`src/rtl/pipe_scoreboard_if.sv`:
```
// Decode-side bundle between the ID stage and the hazard/bypass scoreboard.
// The master modport is the decode stage and the slave modport is the scoreboard.
interface pipe_scoreboard_if #(
  parameter int NUM_STAGES = 3,
  parameter int REG_ADDR_W = 5,
  parameter int SEL_W      = $clog2(NUM_STAGES + 1)
);
  logic                  issue_valid_i;
  logic [REG_ADDR_W-1:0] rs1_i;
  logic [REG_ADDR_W-1:0] rs2_i;
  logic                  rs1_en_i;
  logic                  rs2_en_i;
  logic [REG_ADDR_W-1:0] rd_i;
  logic                  rd_en_i;
  logic                  is_load_i;
  logic                  is_mdu_i;
  logic                  mdu_fin_i;
  logic                  mem_wait_i;
  logic                  mispredict_i;
  logic [SEL_W-1:0]      src1_sel_o;
  logic [SEL_W-1:0]      src2_sel_o;
  logic                  stall_d_o;
  logic                  stall_e_o;
  logic                  flush_o;
  logic                  issue_fire_o;

  modport master (
    output issue_valid_i, rs1_i, rs2_i, rs1_en_i, rs2_en_i, rd_i, rd_en_i,
           is_load_i, is_mdu_i, mdu_fin_i, mem_wait_i, mispredict_i,
    input  src1_sel_o, src2_sel_o, stall_d_o, stall_e_o, flush_o, issue_fire_o
  );

  modport slave (
    input  issue_valid_i, rs1_i, rs2_i, rs1_en_i, rs2_en_i, rd_i, rd_en_i,
           is_load_i, is_mdu_i, mdu_fin_i, mem_wait_i, mispredict_i,
    output src1_sel_o, src2_sel_o, stall_d_o, stall_e_o, flush_o, issue_fire_o
  );
endinterface

```
`src/rtl/pipe_scoreboard.sv`:
```
// Shift-register scoreboard of in-flight producers (EXE..WB) giving operand bypass selects, stall and flush;
// outputs are combinational in the decode cycle, and slots hold while stall_e_o is set. SCOREBOARD_BYPASS_EN enables forwarding.
module pipe_scoreboard #(
  parameter int NUM_STAGES       = 3,
  parameter int REG_ADDR_W       = 5,
  parameter int LOAD_READY_STAGE = 1,
  parameter int SEL_W            = $clog2(NUM_STAGES + 1)
) (
  input logic              clk,
  input logic              reset,
  pipe_scoreboard_if.slave sb
);

`ifdef SCOREBOARD_BYPASS_EN
  localparam bit BYPASS_EN = 1'b1;
`else
  localparam bit BYPASS_EN = 1'b0;
`endif

  typedef enum logic [1:0] {
    KIND_ALU  = 2'd0,
    KIND_LOAD = 2'd1,
    KIND_MDU  = 2'd2
  } kind_t;

  typedef struct packed {
    logic                  valid;
    logic [REG_ADDR_W-1:0] rd;
    logic                  wr;
    kind_t                 kind;
  } slot_t;

  typedef struct packed {
    logic             haz;
    logic [SEL_W-1:0] sel;
  } src_res_t;

  slot_t                 slots [NUM_STAGES];
  slot_t                 new_slot;
  logic [NUM_STAGES-1:0] slot_rdy;
  src_res_t              res1;
  src_res_t              res2;
  logic                  hazard;
  logic                  stall_e;
  logic                  flush;
  logic                  stall_d;
  logic                  fire;

  // Without bypass only the WB slot is usable, since it reads through the write-first regfile.
  always_comb begin
    slot_rdy = '0;
    for (int k = 0; k < NUM_STAGES; k++) begin
      if (BYPASS_EN) begin
        case (slots[k].kind)
          KIND_LOAD: slot_rdy[k] = (k >= LOAD_READY_STAGE);
          KIND_MDU:  slot_rdy[k] = (k >= 1) || sb.mdu_fin_i;
          default:   slot_rdy[k] = 1'b1;
        endcase
      end else begin
        slot_rdy[k] = (k == NUM_STAGES - 1);
      end
    end
  end

  // Scan oldest to youngest so the youngest matching producer decides.
  function automatic src_res_t resolve(input logic en, input logic [REG_ADDR_W-1:0] src);
    src_res_t r;
    r = '0;
    if (en && (src != '0)) begin
      for (int k = NUM_STAGES - 1; k >= 0; k--) begin
        if (slots[k].valid && slots[k].wr && (slots[k].rd == src)) begin
          if (slot_rdy[k]) begin
            r.haz = 1'b0;
            r.sel = SEL_W'(k + 1);
          end else begin
            r.haz = 1'b1;
            r.sel = '0;
          end
        end
      end
    end
    return r;
  endfunction

  always_comb begin
    res1 = resolve(sb.rs1_en_i, sb.rs1_i);
    res2 = resolve(sb.rs2_en_i, sb.rs2_i);
  end

  assign hazard  = res1.haz | res2.haz;
  assign stall_e = sb.mem_wait_i |
                   (slots[0].valid && (slots[0].kind == KIND_MDU) && !sb.mdu_fin_i);
  assign flush   = sb.mispredict_i & ~stall_e;
  assign stall_d = stall_e | (sb.issue_valid_i & hazard & ~flush);
  assign fire    = sb.issue_valid_i & ~stall_d & ~flush & ~reset;

  assign sb.src1_sel_o   = BYPASS_EN ? res1.sel : '0;
  assign sb.src2_sel_o   = BYPASS_EN ? res2.sel : '0;
  assign sb.stall_e_o    = stall_e;
  assign sb.stall_d_o    = stall_d;
  assign sb.flush_o      = flush;
  assign sb.issue_fire_o = fire;

  always_comb begin
    new_slot       = '0;
    new_slot.valid = fire;
    new_slot.rd    = sb.rd_i;
    new_slot.wr    = sb.rd_en_i && (sb.rd_i != '0);
    if (sb.is_load_i)     new_slot.kind = KIND_LOAD;
    else if (sb.is_mdu_i) new_slot.kind = KIND_MDU;
    else                  new_slot.kind = KIND_ALU;
  end

  always_ff @(posedge clk) begin
    if (reset) begin
      for (int k = 0; k < NUM_STAGES; k++) begin
        slots[k].valid <= 1'b0;
      end
    end else if (!stall_e) begin
      for (int k = NUM_STAGES - 1; k >= 1; k--) begin
        slots[k] <= slots[k-1];
      end
      slots[0] <= new_slot;
    end
  end

endmodule

```
`src/flat_wrapper.sv`:
```
// flat-port wrapper written by rule: the top's interface ports become plain ports
module pipe_scoreboard_flat 
#(
  parameter int NUM_STAGES       = 3,
  parameter int REG_ADDR_W       = 5,
  parameter int LOAD_READY_STAGE = 1,
  parameter int SEL_W            = $clog2(NUM_STAGES + 1)
)
  (clk, reset, sb_issue_valid_i, sb_rs1_i, sb_rs2_i, sb_rs1_en_i, sb_rs2_en_i, sb_rd_i, sb_rd_en_i, sb_is_load_i, sb_is_mdu_i, sb_mdu_fin_i, sb_mem_wait_i, sb_mispredict_i, sb_src1_sel_o, sb_src2_sel_o, sb_stall_d_o, sb_stall_e_o, sb_flush_o, sb_issue_fire_o);
  pipe_scoreboard_if #(.NUM_STAGES(NUM_STAGES), .REG_ADDR_W(REG_ADDR_W), .SEL_W(SEL_W)) sb_i ();
  input logic clk;
  input logic reset;
  input wire logic [$bits(sb_i.issue_valid_i)-1:0] sb_issue_valid_i;
  input wire logic [$bits(sb_i.rs1_i)-1:0] sb_rs1_i;
  input wire logic [$bits(sb_i.rs2_i)-1:0] sb_rs2_i;
  input wire logic [$bits(sb_i.rs1_en_i)-1:0] sb_rs1_en_i;
  input wire logic [$bits(sb_i.rs2_en_i)-1:0] sb_rs2_en_i;
  input wire logic [$bits(sb_i.rd_i)-1:0] sb_rd_i;
  input wire logic [$bits(sb_i.rd_en_i)-1:0] sb_rd_en_i;
  input wire logic [$bits(sb_i.is_load_i)-1:0] sb_is_load_i;
  input wire logic [$bits(sb_i.is_mdu_i)-1:0] sb_is_mdu_i;
  input wire logic [$bits(sb_i.mdu_fin_i)-1:0] sb_mdu_fin_i;
  input wire logic [$bits(sb_i.mem_wait_i)-1:0] sb_mem_wait_i;
  input wire logic [$bits(sb_i.mispredict_i)-1:0] sb_mispredict_i;
  output wire logic [$bits(sb_i.src1_sel_o)-1:0] sb_src1_sel_o;
  output wire logic [$bits(sb_i.src2_sel_o)-1:0] sb_src2_sel_o;
  output wire logic [$bits(sb_i.stall_d_o)-1:0] sb_stall_d_o;
  output wire logic [$bits(sb_i.stall_e_o)-1:0] sb_stall_e_o;
  output wire logic [$bits(sb_i.flush_o)-1:0] sb_flush_o;
  output wire logic [$bits(sb_i.issue_fire_o)-1:0] sb_issue_fire_o;
  assign sb_i.issue_valid_i = sb_issue_valid_i;
  assign sb_i.rs1_i = sb_rs1_i;
  assign sb_i.rs2_i = sb_rs2_i;
  assign sb_i.rs1_en_i = sb_rs1_en_i;
  assign sb_i.rs2_en_i = sb_rs2_en_i;
  assign sb_i.rd_i = sb_rd_i;
  assign sb_i.rd_en_i = sb_rd_en_i;
  assign sb_i.is_load_i = sb_is_load_i;
  assign sb_i.is_mdu_i = sb_is_mdu_i;
  assign sb_i.mdu_fin_i = sb_mdu_fin_i;
  assign sb_i.mem_wait_i = sb_mem_wait_i;
  assign sb_i.mispredict_i = sb_mispredict_i;
  assign sb_src1_sel_o = sb_i.src1_sel_o;
  assign sb_src2_sel_o = sb_i.src2_sel_o;
  assign sb_stall_d_o = sb_i.stall_d_o;
  assign sb_stall_e_o = sb_i.stall_e_o;
  assign sb_flush_o = sb_i.flush_o;
  assign sb_issue_fire_o = sb_i.issue_fire_o;
  pipe_scoreboard #(.NUM_STAGES(NUM_STAGES), .REG_ADDR_W(REG_ADDR_W), .LOAD_READY_STAGE(LOAD_READY_STAGE), .SEL_W(SEL_W)) u_core (.clk(clk), .reset(reset), .sb(sb_i));
endmodule
```
`config.mk`:
```
export PLATFORM = sky130hd
export DESIGN_NAME = pipe_scoreboard_flat
export DESIGN_NICKNAME = d
export VERILOG_FILES = /design/src/rtl/pipe_scoreboard_if.sv /design/src/rtl/pipe_scoreboard.sv /design/src/flat_wrapper.sv
export SDC_FILE = /design/constraint.sdc
export NUM_CORES = 1
export LEC_CHECK = 0
export ABC_CLOCK_PERIOD_IN_PS = 1450
export BUFFER_PORTS_ARGS = -buffer_cell sky130_fd_sc_hd__buf_2
export CORE_MARGIN = 5
export CORE_UTILIZATION = 43
export DETAILED_ROUTE_END_ITERATION = 8
export HOLD_SLACK_MARGIN = 0.15
export PLACE_DENSITY_LB_ADDON = 0.2
export SYNTH_ARGS = -nofsm -noshare
export SYNTH_HDL_FRONTEND = slang
export SYNTH_SLANG_ARGS = --single-unit
```
`constraint.sdc`:
```
create_clock -name clk -period 1.45 [get_ports clk]
set_input_delay 0.2175 -clock clk [delete_from_list [all_inputs] [get_ports clk]]
set_output_delay 0.2175 -clock clk [all_outputs]
set_load 0.01 [all_outputs]
```
; ---- Word-level counts from Yosys, hierarchy flattened
; Memory sizes are Yosys's and may differ from the RTL's.
; Index checks and enable logic that the tools add are counted.
[word_totals]
ramBits = 27
memories = 1
elab_cells = 60
register_bits = 0
in_bits = 26
out_inout_bits = 8
[memory_table]
columns = name, words, width, rd, rd_clocked_by_memory_dff, write_ports, line
row1 = u_core.slots, 3, 9, 3, 0, 3, pipe_scoreboard.sv:38  ; slot_t slots [NUM_STAGES];
[classes]
n_reduce_logical = 18
eq_ne = 7
n_mux = 18
bitwise = 16
[op_table]
columns = cell, n
row1 = $eq 5x5->1, 6
row2 = $mux 3, 6
row3 = $reduce_bool 5->1, 3
row4 = $logic_and 1x1->1, 14
row5 = $mux 1, 8
row6 = $mux 2, 4
row7 = $and 1x1->1, 6
row8 = $or 1x1->1, 6
row9 = $not 1->1, 4
row10 = $eq 2x2->1 const B, 1
row11 = $logic_not 1->1, 1

; ---- Longest topological paths before layout
; An unclocked memory read counts as a cell.
[logic_depth]
depth_word = 16
ltp_mapped = 5
ltp_nobuf = 5

; ---- Worst setup path after synthesis
; OpenSTA, ideal clock, no wires.
[synth_timing]
path_kind = flip-flop to output port
from = memory u_core.slots[0][7] (netlist bit)
to = output port sb_stall_d_o
slack_ns = -0.155
arrival_ns = 1.387
required_time_ns = 1.233
path_stages_with_launch = 6
n_path_buf = 0
cell_sequence = edfxtp_1 xor2_1 nor4_1 a22oi_1 o22ai_1 a31o_1
[synth_lines]
columns = element, line
row1 = from (decl), pipe_scoreboard.sv:38
row2 = to (decl), flat_wrapper.sv:27  ; output wire logic [$bits(sb_i.stall_d_o)-1:0] sb_stall_d_o;

==> reports/results.tsv <==
metric	value	unit
outcome	finished with violations	
failing checks	setup timing	
max-slew violations	0	
Critical-path top delay cell	edfxtp_1	
# port buffers	29	
FF+latch area	480	µm²
clk slew on worst S/H paths	0.08	ns
initial antenna violation count	0	
CP delay by family, top	compound AO/OA/AOI/OAI gates	
# diodes	0	
Yosys Warn Count	0	
Hold Fails Final Rpt	0	
Filler Cells Inserted	204	
total gr overflow	0	
Crit Path Max Fanout	3	
arrival time of the worst setup path	1.86	ns
Hold WS	0.227	ns
Area contributors post-synth	edfxtp_1 (51%), xor2_1 (19%), and2_1 (8.6%)	
drc violations	0	
Total GRT Usage	0.123	
Crit path largest cell delay	0.45	ns
share of the synthesized area in the top cell type	0.508	
power per cell area	747	mW/mm²
Clock Latency Late Sink	0.27	ns
sequential element share of the synthesized area	0.508	
area grow syn2layout	32.8	%
layout cells sized above 1	0.389	
WS Path Type	flop to output port	
first-pass GRT wire length	3.00	mm
achievable frequency	0.482	GHz
Starting Density	0.440	
CTS buffer count	3	
crit path time final	2.08	ns
final wirelength	1.93	mm
largest registers	u_core.slots (16)	
DR vias	735	
Yosys cell types	21	
Pwr Total	939	µW
num ports	34	
CP Launch Type	flop	
# rows	17	
Setup TNS Final	-1.37	ns
CP Data Required Time	1.23	ns
vias per cell	4.77	
Buf/Inv on CP	1	
final worst slack	-0.626	ns
routed len/inst	12.5	µm
Clock Tree Buf Depth	2	
multi-input logic area	467	µm²
final setup fails	4	
root buf cell	clkbuf_4	
RSZ-0062 raised after global routing	true	
period utilisation layout	1.43	
maxcap violations	0	
syn avg cell area	11.1	µm²
Leak Pwr	0.000538	µW
NumNets Final	154	
DIE AREA	0.00324	mm²
Iteration-0 DRC Markers	13	
largest register by flop count	u_core.slots	
Synth Cell Area	946	µm²
Mapped Cells	85	
Worst Hold Class	input port to flop	
Pre-Repair DR Iteration Count	6	
hpwl dp	1.58	mm
Die Height	56.9	µm
Clock Sinks	16	
largest net degree at the start of global routing	17	
vias in the first global route	732	
post-synth top area cell	edfxtp_1	
CP endpoint kind	output port	
final core utilization	0.585	
Fin Clk Skew	0.00172	ns
Routed Antenna Nets	0	
Die X	56.9	µm
number of flip-flops in the largest register	16	
core area	0.00215	mm²
GPL Wtd Cong	0.749	
clock tree from TritonCTS	yes	
synthesized flop and latch total	16	
peak supply drop	0.496	mV
critical path, cell by cell	xor2_1 > nor4_2 > a22oi_1 > o22ai_2 > a31o_1 > buf_2	
CTS HTree Levels	1	
repair_timing:
item,4_1_cts,5_1_grt
endpoints found under the setup margin,4,20
endpoints found under the hold margin,0,0
pin swaps,1,7
gates resized for setup,2,8
setup buffers,0,3
hold buffers,0,0
synth_stat cells (all sizes together):
library cell   n
nor2           9
a31o           2
nor4           4
a22oi          2
or4            2
o21ai          2
buf            5
or3            1
o22ai          1
edfxtp        16
xor2          20
nand2b         1
nand2          2
nand3          1
inv            1
o311a          1
conb           1
and2          13
nor4b          1
stage by stage:
step                      worst slack (ns)  area, µm²  cells
after detailed placement            -0.481       1160    148
after global placement              -0.441       1160    148
after global routing                -0.726       1260    154
after CTS                           -0.674       1190    151
final                               -0.626       1260    154
after floorplan                     -0.126        960     88
final cells by class:
| type | count | area share |
|---|---|---|
| Clock buffer | 3 | 0.0179 |
| Inverter | 1 | 0.00299 |
| Multi-Input combinational cell | 66 | 0.372 |
| Timing Repair Buffer | 40 | 0.197 |
| Tap cell | 28 | 0.0279 |
| Sequential cell | 16 | 0.382 |
cells in the final DEF (no fill, tap or decap), types with 2 or more instances in the layout:
cell	Yosys	layout
and2_1	13	13
conb_1	1	4
xor2_1	20	20
buf_4	4	9
nor2_1	9	7
nor4_1	4	2
edfxtp_1	16	16
clkbuf_4	0	3
buf_6	0	4
or4_1	2	2
a22oi_1	2	2
nor4_2	0	2
o21ai_1	2	2
buf_2	1	27
nand2_1	2	2
cell families after synthesis:
logic type | synth area share
and+or+nand+nor | 0.200
xor gates and xnor gates | 0.185
DFF | 0.508
AOI/OAI and AO/OA | 0.0622
buffers and inverters | 0.0410
other | 0.00396
path summary, 6_finish.rpt:
check,from,endpoint,slack [ns],cells after the start
hold / removal,sb_rd_i[2],u_core.slots[0][5],0.23,2
setup / recovery,u_core.slots[0][7],sb_stall_d_o,-0.63,6
hold reg to reg,u_core.slots[0][2],u_core.slots[0][11],0.57,1
setup reg to reg,u_core.slots[0][7],u_core.slots[0][8],-0.15,5
routing by layer:
| metal | global-route usage | routed length (µm) | part of all wire | vias up |
|---|---|---|---|---|
| met5 | 0 | 0 | 0 | - |
| met4 | 0.0662 | 15 | 0.0078 | 0 |
| met3 | 0.0368 | 155 | 0.080 | 2 |
| met2 | 0.201 | 946 | 0.49 | 23 |
| met1 | 0.144 | 807 | 0.42 | 331 |
| li1 | - | - | - | 379 |
power by group:
part	total [µW]	switching, µW	internal (µW)	leakage (µW)
clock	216	120	96.1	0.0000138
combinational	177	85.2	91.4	0.000366
sequential	546	15.0	531	0.000158
total	939	220	719	0.000538
Power figures use the tool's default switching activity.
